<file path="src/rtl/seg_pkg.sv">
// seg_pkg: shared definitions for the seven-segment reader.
//   - Active-low glyph constants for hex digits 0..F (bit0 = a .. bit6 = g)
//   - SEG_BLANK: all segments off
//   - seg_state_t: reader FSM state encoding
package seg_pkg;

    localparam logic [6:0] SEG_0     = 7'h40;
    localparam logic [6:0] SEG_1     = 7'h79;
    localparam logic [6:0] SEG_2     = 7'h24;
    localparam logic [6:0] SEG_3     = 7'h30;
    localparam logic [6:0] SEG_4     = 7'h19;
    localparam logic [6:0] SEG_5     = 7'h12;
    localparam logic [6:0] SEG_6     = 7'h02;
    localparam logic [6:0] SEG_7     = 7'h78;
    localparam logic [6:0] SEG_8     = 7'h00;
    localparam logic [6:0] SEG_9     = 7'h10;
    localparam logic [6:0] SEG_A     = 7'h08;
    localparam logic [6:0] SEG_B     = 7'h03;
    localparam logic [6:0] SEG_C     = 7'h46;
    localparam logic [6:0] SEG_D     = 7'h21;
    localparam logic [6:0] SEG_E     = 7'h06;
    localparam logic [6:0] SEG_F     = 7'h0E;
    localparam logic [6:0] SEG_BLANK = 7'h7F;

    typedef enum logic [1:0] {
        ST_IDLE   = 2'd0,
        ST_SETTLE = 2'd1,
        ST_HOLD   = 2'd2
    } seg_state_t;

endpackage

</file>
<file path="src/rtl/seg_pattern_lut.sv">
// seg_pattern_lut: combinational decode of an active-low segment pattern.
// Ports:
//   seg_in [6:0]  in   active-low segment pattern
//   legal         out  pattern is one of the 16 hex glyphs
//   blank         out  pattern is all segments off
//   digit [3:0]   out  decoded hex value (0 when not legal)
module seg_pattern_lut
    import seg_pkg::*;
(
    input  logic [6:0] seg_in,
    output logic       legal,
    output logic       blank,
    output logic [3:0] digit
);

    always_comb begin
        legal = 1'b1;
        blank = 1'b0;
        digit = 4'h0;
        case (seg_in)
            SEG_0: digit = 4'h0;
            SEG_1: digit = 4'h1;
            SEG_2: digit = 4'h2;
            SEG_3: digit = 4'h3;
            SEG_4: digit = 4'h4;
            SEG_5: digit = 4'h5;
            SEG_6: digit = 4'h6;
            SEG_7: digit = 4'h7;
            SEG_8: digit = 4'h8;
            SEG_9: digit = 4'h9;
            SEG_A: digit = 4'hA;
            SEG_B: digit = 4'hB;
            SEG_C: digit = 4'hC;
            SEG_D: digit = 4'hD;
            SEG_E: digit = 4'hE;
            SEG_F: digit = 4'hF;
            SEG_BLANK: begin
                legal = 1'b0;
                blank = 1'b1;
            end
            default: legal = 1'b0;
        endcase
    end

endmodule

</file>
<file path="src/rtl/seg_reader.sv">
// seg_reader: debounces a seven-segment pattern, decodes it to a hex digit
// and offers the result through a one-entry valid/ready output register.
// Optional build macro SEG_READER_ERRCNT_EN adds the err_count output.
// Ports:
//   clk, resetn         clock, async active-low reset
//   seg_in, seg_valid   sampled segment pattern and its qualifier
//   out_valid/out_ready downstream handshake for digit/err
//   digit, err          decoded value, illegal-glyph flag
//   overflow, clr_ovf   sticky dropped-result flag and its clear
//   err_count           (macro only) saturating count of emitted err results
//
// state  | meaning
// IDLE   | no valid input, nothing captured
// SETTLE | pattern captured, counting identical consecutive samples
// HOLD   | pattern accepted, waiting for it to change or go invalid
module seg_reader
    import seg_pkg::*;
#(
    parameter int unsigned STABLE_CYCLES = 4
) (
    input  logic       clk,
    input  logic       resetn,
    input  logic [6:0] seg_in,
    input  logic       seg_valid,
    output logic       out_valid,
    input  logic       out_ready,
    output logic [3:0] digit,
    output logic       err,
    input  logic       clr_ovf,
    output logic       overflow
`ifdef SEG_READER_ERRCNT_EN
    ,
    output logic [7:0] err_count
`endif
);

    localparam logic [7:0] STABLE_TC = 8'(STABLE_CYCLES);

    seg_state_t state_q, state_d;
    logic [6:0] cap_q, cap_d;
    logic [7:0] cnt_q, cnt_d;
    logic       accept;

    logic       lut_legal;
    logic       lut_blank;
    logic [3:0] lut_digit;

    // At acceptance the current sample always equals the capture, so decode seg_in.
    seg_pattern_lut u_lut (
        .seg_in (seg_in),
        .legal  (lut_legal),
        .blank  (lut_blank),
        .digit  (lut_digit)
    );

    always_ff @(posedge clk or negedge resetn) begin
        if (!resetn) begin
            state_q <= ST_IDLE;
            cap_q   <= 7'h00;
            cnt_q   <= 8'd0;
        end else begin
            state_q <= state_d;
            cap_q   <= cap_d;
            cnt_q   <= cnt_d;
        end
    end

    always_comb begin
        state_d = state_q;
        cap_d   = cap_q;
        cnt_d   = cnt_q;
        accept  = 1'b0;
        case (state_q)
            ST_IDLE: begin
                if (seg_valid) begin
                    cap_d   = seg_in;
                    cnt_d   = 8'd1;
                    state_d = ST_SETTLE;
                end
            end
            ST_SETTLE: begin
                if (!seg_valid) begin
                    cnt_d   = 8'd0;
                    state_d = ST_IDLE;
                end else if (seg_in != cap_q) begin
                    cap_d = seg_in;
                    cnt_d = 8'd1;
                end else begin
                    cnt_d = cnt_q + 8'd1;
                end
            end
            ST_HOLD: begin
                if (!seg_valid) begin
                    cnt_d   = 8'd0;
                    state_d = ST_IDLE;
                end else if (seg_in != cap_q) begin
                    cap_d   = seg_in;
                    cnt_d   = 8'd1;
                    state_d = ST_SETTLE;
                end
            end
            default: begin
                cnt_d   = 8'd0;
                state_d = ST_IDLE;
            end
        endcase
        // Shared terminal-count check so a fresh capture can accept at once
        // when only one stable sample is required.
        if (state_d == ST_SETTLE && cnt_d == STABLE_TC) begin
            accept  = 1'b1;
            state_d = ST_HOLD;
        end
    end

    logic handshake, emit, load, drop;

    assign handshake = out_valid & out_ready;
    assign emit      = accept & ~lut_blank;
    assign load      = emit & (~out_valid | handshake);
    assign drop      = emit & out_valid & ~out_ready;

    always_ff @(posedge clk or negedge resetn) begin
        if (!resetn) begin
            out_valid <= 1'b0;
            digit     <= 4'h0;
            err       <= 1'b0;
        end else if (load) begin
            out_valid <= 1'b1;
            digit     <= lut_digit;
            err       <= ~lut_legal;
        end else if (handshake) begin
            out_valid <= 1'b0;
        end
    end

    // A drop in the same cycle as a clear must leave the flag set.
    always_ff @(posedge clk or negedge resetn) begin
        if (!resetn) begin
            overflow <= 1'b0;
        end else if (drop) begin
            overflow <= 1'b1;
        end else if (clr_ovf) begin
            overflow <= 1'b0;
        end
    end

`ifdef SEG_READER_ERRCNT_EN
    always_ff @(posedge clk or negedge resetn) begin
        if (!resetn) begin
            err_count <= 8'd0;
        end else if (clr_ovf) begin
            err_count <= 8'd0;
        end else if (load && !lut_legal && err_count != 8'hFF) begin
            err_count <= err_count + 8'd1;
        end
    end
`endif

endmodule
</file>
<file path="config.mk">
export PLATFORM = sky130hd
export DESIGN_NAME = seg_reader
export DESIGN_NICKNAME = d
export VERILOG_FILES = /design/src/rtl/seg_pkg.sv /design/src/rtl/seg_pattern_lut.sv /design/src/rtl/seg_reader.sv
export SDC_FILE = /design/constraint.sdc
export NUM_CORES = 1
export LEC_CHECK = 0
export BUFFER_PORTS_ARGS = -buffer_cell sky130_fd_sc_hd__buf_2
export CORE_UTILIZATION = 53
export CTS_CLUSTER_SIZE = 25
export DETAILED_ROUTE_END_ITERATION = 8
export PLACE_DENSITY = 0.78
export SLEW_MARGIN = 10
export SYNTH_ARGS = -nofsm -noshare
export SYNTH_HDL_FRONTEND = slang
export SYNTH_HIERARCHICAL = 1
export SYNTH_SLANG_ARGS = --single-unit
export TNS_END_PERCENT = 100
</file>
<file path="constraint.sdc">
create_clock -name clk -period 2.4 [get_ports clk]
set_clock_uncertainty 0.1 [all_clocks]
set_input_delay 0.48 -clock clk [delete_from_list [all_inputs] [get_ports clk]]
set_output_delay 0.48 -clock clk [all_outputs]
set_load 0.02 [all_outputs]
</file>
## Word-level counts from Yosys, hierarchy flattened

Cells that the tools add are included.

| storage, ports and cells | value |
|---|---|
| register bits | 24 |
| bits of input ports | 12 |
| output and inout port bits | 7 |
| word-level logic and storage cells | 75 |

| cells by class | value |
|---|---|
| add/sub/neg operators | 1 |
| equal/unequal tests | 24 |
| muxes and demuxes | 24 |
| bitwise logic cells | 10 |
| reduce and logical (&&, ||, !) cells | 9 |

Operator list:

| kind | number |
|---|---|
| one-hot mux 4 bit (15 select lines) | 1 |
| two-way mux 8 bit | 5 |
| equality test 7 bit, second input constant | 5 |
| one-hot mux 8 bit (3 select lines) | 1 |
| equality test 7 x 5 -> 1 bit, second input constant | 3 |
| equality test 7 x 6 -> 1 bit, second input constant | 3 |
| two-way mux 7 bit | 3 |
| OR reduction 16 bit | 1 |
| equality test 7 x 2 -> 1 bit, second input constant | 2 |
| equality test 7 x 4 -> 1 bit, second input constant | 2 |
| one-hot mux 7 bit (2 select lines) | 1 |
| two-way mux 2 bit | 5 |
| adder 8 x 1 -> 8 bit, second input constant | 1 |
| equality test 8 x 3 -> 1 bit, second input constant | 1 |
| equality test 7 x 3 -> 1 bit, second input constant | 1 |
| logical NOT 7 bit | 1 |
| two-way mux 1 bit | 7 |
| != test 7 bit | 1 |
| one-hot mux 2 bit (3 select lines) | 1 |
| nonzero test 2 bit | 3 |
| bitwise AND 1 bit | 5 |
| equality test 2 x 1 -> 1 bit, second input constant | 2 |
| != test 2 x 1 -> 1 bit, second input constant | 2 |
| NOT 1 bit | 4 |
| other kinds (7) | 7 |

## Logic depth before layout (Yosys ltp)

| logic depth | value |
|---|---|
| depth after elaboration | 11 |
| depth in mapped cells | 10 |
| depth with buffers taken out | 9 |

## Cells and area by module

The synthesis kept the hierarchy.

By module, submodules not included:

| module | times used | cells an instance | area an instance (sq um) | sequential area each (sq um) |
|---|---|---|---|---|
| seg_reader | 1 | 144 | 1,467.7 | 600.6 |
| seg_pattern_lut | 1 | 56 | 339.1 | 0.0 |

## Worst setup path before layout

No wires, ideal clock.

| timing | value |
|---|---|
| path type | input -> register |
| start | in seg_in[0] |
| end | reg digit[0] |
| setup time | 0.125 ns |
| arrival time | 2.174 ns |
| required time | 2.175 ns |
| setup slack | 0.001 ns |
| stages | 8 |
| path buffers | 1 |
| cells stage by stage | xnor2_1 > nand4_1 > o41ai_2 > o2111ai_1 > a221oi_1 > nand4bb_1 > buf_6 > mux2_4 |

| between the ends | value |
|---|---|
| longest elaborated chain between the ends | 9 |
| elaborated cells between the ends (all ways) | 34 |
| classes of those cells | 18 x eq/ne; 11 x mux; 3 x bitwise; 2 x reduce/logical |

RTL lines:

| item | RTL line | source |
|---|---|---|
| from (decl) | seg_reader.sv:23 | `input logic [6:0] seg_in,` |
| != test 7 bit | seg_reader.sv:85, seg_reader.sv:96 |  |
| two-way mux 8 bit, or another cell as far along | seg_reader.sv:96 | `end else if (seg_in != cap_q) begin` |
| two-way mux 8 bit, or another cell as far along | seg_reader.sv:93 | `if (!seg_valid) begin` |
| one-hot mux 8 bit (3 select lines) / one-hot mux 2 bit (3 select lines) (equally long branches) | seg_reader.sv:73 | `case (state_q)` |
| equality test 8 x 3 -> 1 bit / equality test 2 x 1 -> 1 bit (equally long branches) | seg_reader.sv:109 | `if (state_d == ST_SETTLE && cnt_d == STABLE_TC) begin` |
| logical AND 1 bit | seg_reader.sv:109 |  |
| two-way mux 1 bit | seg_reader.sv:109 |  |
| bitwise AND 1 bit | seg_reader.sv:118 | `assign emit = accept & ~lut_blank;` |
| bitwise AND 1 bit | seg_reader.sv:119 | `assign load = emit & (~out_valid \| handshake);` |
| to (signal assigned) | seg_reader.sv:129 | `digit <= lut_digit;` |
| to (decl) | seg_reader.sv:27 | `output logic [3:0] digit,` |

Parallel ways exist; a longest one is shown, timed or not.
A chain may end at the register's enable or synchronous reset.

## Final worst setup path

| timing | value |
|---|---|
| start | reg state_q[0] |
| end | reg digit[3] |

| between the ends | value |
|---|---|
| longest elaborated chain between the ends | 8 |
| elaborated cells between the ends (all ways) | 15 |
| classes of those cells | 4 x eq/ne; 7 x mux; 2 x bitwise; 2 x reduce/logical |

RTL lines:

| item | RTL line | source |
|---|---|---|
| from (decl) | seg_reader.sv:39 | `seg_state_t state_q, state_d;` |
| from (signal assigned) | seg_reader.sv:62 | `state_q <= state_d;` |
| two-way mux 2 bit | seg_reader.sv:96 |  |
| two-way mux 2 bit | seg_reader.sv:93 |  |
| one-hot mux 2 bit (3 select lines) | seg_reader.sv:73 |  |
| equality test 2 x 1 -> 1 bit | seg_reader.sv:109 |  |
| logical AND 1 bit (*) | seg_reader.sv:109 |  |
| two-way mux 1 bit (*) | seg_reader.sv:109 |  |
| bitwise AND 1 bit (*) | seg_reader.sv:118 |  |
| bitwise AND 1 bit (*) | seg_reader.sv:119 |  |

Mark *: on every way between the ends. The rest lies on a longest branch, timed or not.

==> results.py <==
metrics = {
    "layout": {
        "final_cell_mix": "sky130_fd_sc_hd__buf_4 (51), sky130_fd_sc_hd__dfrtp_1 (24), sky130_fd_sc_hd__nor2_1 (20)",
        "final_core_utilization_pct": 78.7,
        "most_common_library_cell_in_the_layout_ignoring_fill_and_taps": "sky130_fd_sc_hd__buf_4",
        "ant_diodes": 0,
        "design.final.nets": 279,
        "layout.cells.non_filler": 305,
        "area_delta_synth_final_pct": 37.4,
        "drive_gt1_share_pct": 45.2,
    },
    "floorplanning": {
        "die_ar_um2": 3650,
        "start_util_pct": 57.3,
        "coreArea_um2": 3150,
        "die-width_um": 60.4,
        "floorplan.die.height_um": 60.4,
        "io_pins": 19,
        "rows": 20,
    },
    "detailed_routing": {
        "ant_nets": 0,
        "wl_per_cell_um": 16.6,
        "drt_first_iter_violations": 112,
        "post_drt_via_cell_ratio": 6.07,
        "drt-total-wl_um": 5070,
        "remaining_drc_errors": 0,
        "num_vias": 1850,
        "drt_first_pass_iters": 4,
    },
    "sta": {
        "timing.final.hold_violations": 0,
        "grt_setup_unrepaired": "yes",
        "period_share_pct": 104,
        "fmaxAchievable_ghz": 0.401,
        "timing.final.crit_period_ps": 2490,
        "setup_viol_count_final": 5,
        "final-max-slew-violation-count": 0,
        "fin_ws_ps": -93.9,
        "worst_slew_pin_slew_ps": 538,
        "timing.setup.tns_ps": -364,
        "slew_headroom_pct": 64.1,
    },
    "cts": {
        "clkTransAtPathRegs_ps": 140,
        "ctsLongestPathBuffers": 2,
        "htree_levels": 1,
        "clock_sinks": 24,
        "clock_root_buffer": "sky130_fd_sc_hd__clkbuf_4",
        "hold_buffers": 0,
        "clock_tree_from_tritoncts": "done",
        "worstSkewPairLatency_ps": 330,
        "cts_made_buffers": 3,
    },
    "power_and_ir_drop": {
        "power_density_relative_to_cell_area_nw_per_um2": 687,
        "leakage_uw": 0.00115,
        "combPwrFrac_pct": 50.2,
        "vdd_ir_drop_max_mv": 0.600,
        "seqPwrFrac_pct": 32.4,
        "power.internal_uw": 1100,
        "power.clock.fraction_pct": 17.4,
        "switchingPower_uw": 604,
        "swShare_pct": 35.4,
        "power_uw": 1710,
    },
    "global_routing": {
        "wire_length_of_the_first_global_routing_pass_um": 7980,
        "grt_antenna_before_repair": 0,
        "track_usage_pct": 30.2,
        "first_global_vias": 1794,
        "grt_remaining_overflow": 0,
        "grt_max_degree": 25,
    },
    "critical_path": {
        "path_delay_family": "compound AO/OA/AOI/OAI gates",
        "critPathKind": "register to register",
        "slowest_delay_ps": 460,
        "critical_path.startpoint_type": "register",
        "r2r-start": "state_q[0]$_DFF_PN0_",
        "ff2ff_path_depth": 9,
        "worstPathCellList": "inv_2, ha_4, buf_4, o41ai_4, o2111ai_2, a221oi_2, nand4bb_1, buf_6, mux2_4",
        "critPathBufInv": 3,
        "timing.critical_path.required_ps": 2540,
        "cp-end-kind": "register",
        "critical-path-slowest-cell": "sky130_fd_sc_hd__dfrtp_1",
        "worst_r2r_endpoint": "digit[3]$_DFFE_PN0P_",
        "regToRegSetupSlack_ps": -90,
        "critical_path_arrival_ps": 2630,
        "critical_path.max_fanout": 6,
    },
    "synthesis": {
        "synthesis.instances": 200,
        "yosys-mux-area-fraction_pct": 8.24,
        "synth-async-reset-ratio_pct": 100,
        "synth_edf_count": 0,
        "postSynthRegisterBits": 24,
        "synth.avg_cell_area_um2": 9.03,
        "yosys_warnings": 6,
        "post_syn_nets": 217,
        "synth_adder_area_share_pct": 3.46,
        "seq_area_frac_synth_pct": 33.2,
        "compound_cell_area_share_of_the_yosys_netlist_pct": 22.2,
        "synth-simple-area-share_pct": 22.9,
        "post_synth_xor_area_fraction_pct": 4.36,
        "combinational_family_with_the_most_area_after_synthesis": "simple AND/OR/NAND/NOR gates",
        "yosys_most_used_dff": "sky130_fd_sc_hd__dfrtp_1",
        "yosys_cell_types": 55,
        "syn_area_um2": 1810,
    },
    "min_path": {
        "worst_hold_path_type": "input pin to asynchronous set/reset pin",
    },
    "run_status": {
        "result_of_the_run": "finished with violations",
        "violations": "negative setup slack",
    },
    "place": {
        "place_ws_ps": -313,
        "detailed_place_hpwl_um": 3590,
        "place.port_buffers": 18,
        "numPlacedInstances": 291,
        "finalWeightedCongestion": 0.885,
    },
    "run": {
        "cap_violations": 0,
    },
}
==> what timing repair did <==
action | 4_1_cts | 5_1_grt
buffers inserted | 7 | 3
pin swaps | 4 | 8
setup endpoints to repair | 7 | 8
gates resized for setup | 29 | 9
==> registers in the layout, summed over array words and instances, names as in the netlist <==
signal,cells
cap_q,7
cnt_q,8
digit,4
err,1
out_valid,1
overflow,1
state_q,2
==> logic make-up (layout without fill, tap and decap cells) <==
| group | after synthesis | in the layout |
|---|---|---|
| muxes | 12 | 12 |
| and+or+nand+nor | 76 | 76 |
| DFF | 24 | 24 |
| xor gates and xnor gates | 9 | 9 |
| buffers and inverters | 22 | 83 |
| AOI/OAI and AO/OA | 52 | 52 |
| adders and majority gates | 5 | 5 |
==> synthesized netlist by cell type (3+ instances only) <==
cell	instances	area share (%)
sky130_fd_sc_hd__nor2b_1	3	1.0
sky130_fd_sc_hd__inv_1	9	1.9
sky130_fd_sc_hd__o21ai_0	7	1.9
sky130_fd_sc_hd__and3_1	4	1.4
sky130_fd_sc_hd__o31ai_1	4	1.7
sky130_fd_sc_hd__mux2_4	4	3.3
sky130_fd_sc_hd__nand2_1	12	2.5
sky130_fd_sc_hd__ha_1	5	3.5
sky130_fd_sc_hd__nand4_1	7	2.4
sky130_fd_sc_hd__clkbuf_1	7	1.5
sky130_fd_sc_hd__nand2b_1	4	1.4
sky130_fd_sc_hd__xnor2_1	8	3.9
sky130_fd_sc_hd__a21oi_1	9	2.5
sky130_fd_sc_hd__buf_2	4	1.1
sky130_fd_sc_hd__mux2_2	7	4.4
sky130_fd_sc_hd__nor3_1	6	1.7
sky130_fd_sc_hd__a31oi_1	4	1.4
sky130_fd_sc_hd__nand3_1	6	1.7
sky130_fd_sc_hd__nor2_1	20	4.2
sky130_fd_sc_hd__dfrtp_1	24	33
==> through the flow <==
step / instance area (um^2) / hold slack, ps
CTS: 2420 / 22.7
finish: 2480 / 3.28
global route: 2480 / 26.1
detailed placement: 2200 / 392
global placement: 2200 / 372
floorplan: 1810 / 84.4
==> worst max path at each step <==
stage | slack [ps] | from | to | depth (start not counted)
2_1_floorplan | 0.6 | seg_in[0] | digit[0]$_DFFE_PN0P_ | 8
3_3_place_gp | -230 | seg_in[1] | digit[3]$_DFFE_PN0P_ | 9
4_1_cts | -40 | state_q[0]$_DFF_PN0_ | digit[3]$_DFFE_PN0P_ | 9
5_1_grt | -210 | state_q[0]$_DFF_PN0_ | digit[3]$_DFFE_PN0P_ | 10
3_5_place_dp | -310 | seg_in[5] | digit[3]$_DFFE_PN0P_ | 9
6_report | -90 | state_q[0]$_DFF_PN0_ | digit[3]$_DFFE_PN0P_ | 9
==> area by class of cell <==
class                           count  area [um^2]
Clock inverter                      1         30.0
Multi-Input combinational cell    154         1260
Fill cell                         214          671
Sequential cell                    24          601
Tap cell                           44         55.1
Timing Repair Buffer               70          484
Inverter                            9         33.8
Clock buffer                        3         22.5
==> power groups by stage <==
stage	Clock (uW)	Combinational [uW]	Sequential, uW
6_report	297	857	552
3_3_place_gp	0	625	538
5_1_grt	322	911	559
2_1_floorplan	0	413	535
4_1_cts	303	795	547
3_5_place_dp	0	649	546
==> per-layer routing <==
metal	track usage (%)	part of all wire [%]	routed length, um
met1	34.5	41	2090
met2	52.9	51	2590
met3	6.61	5.3	269
met4	15.3	2.3	115
met5	0	0	0
(Power assumes the default switching activity.)
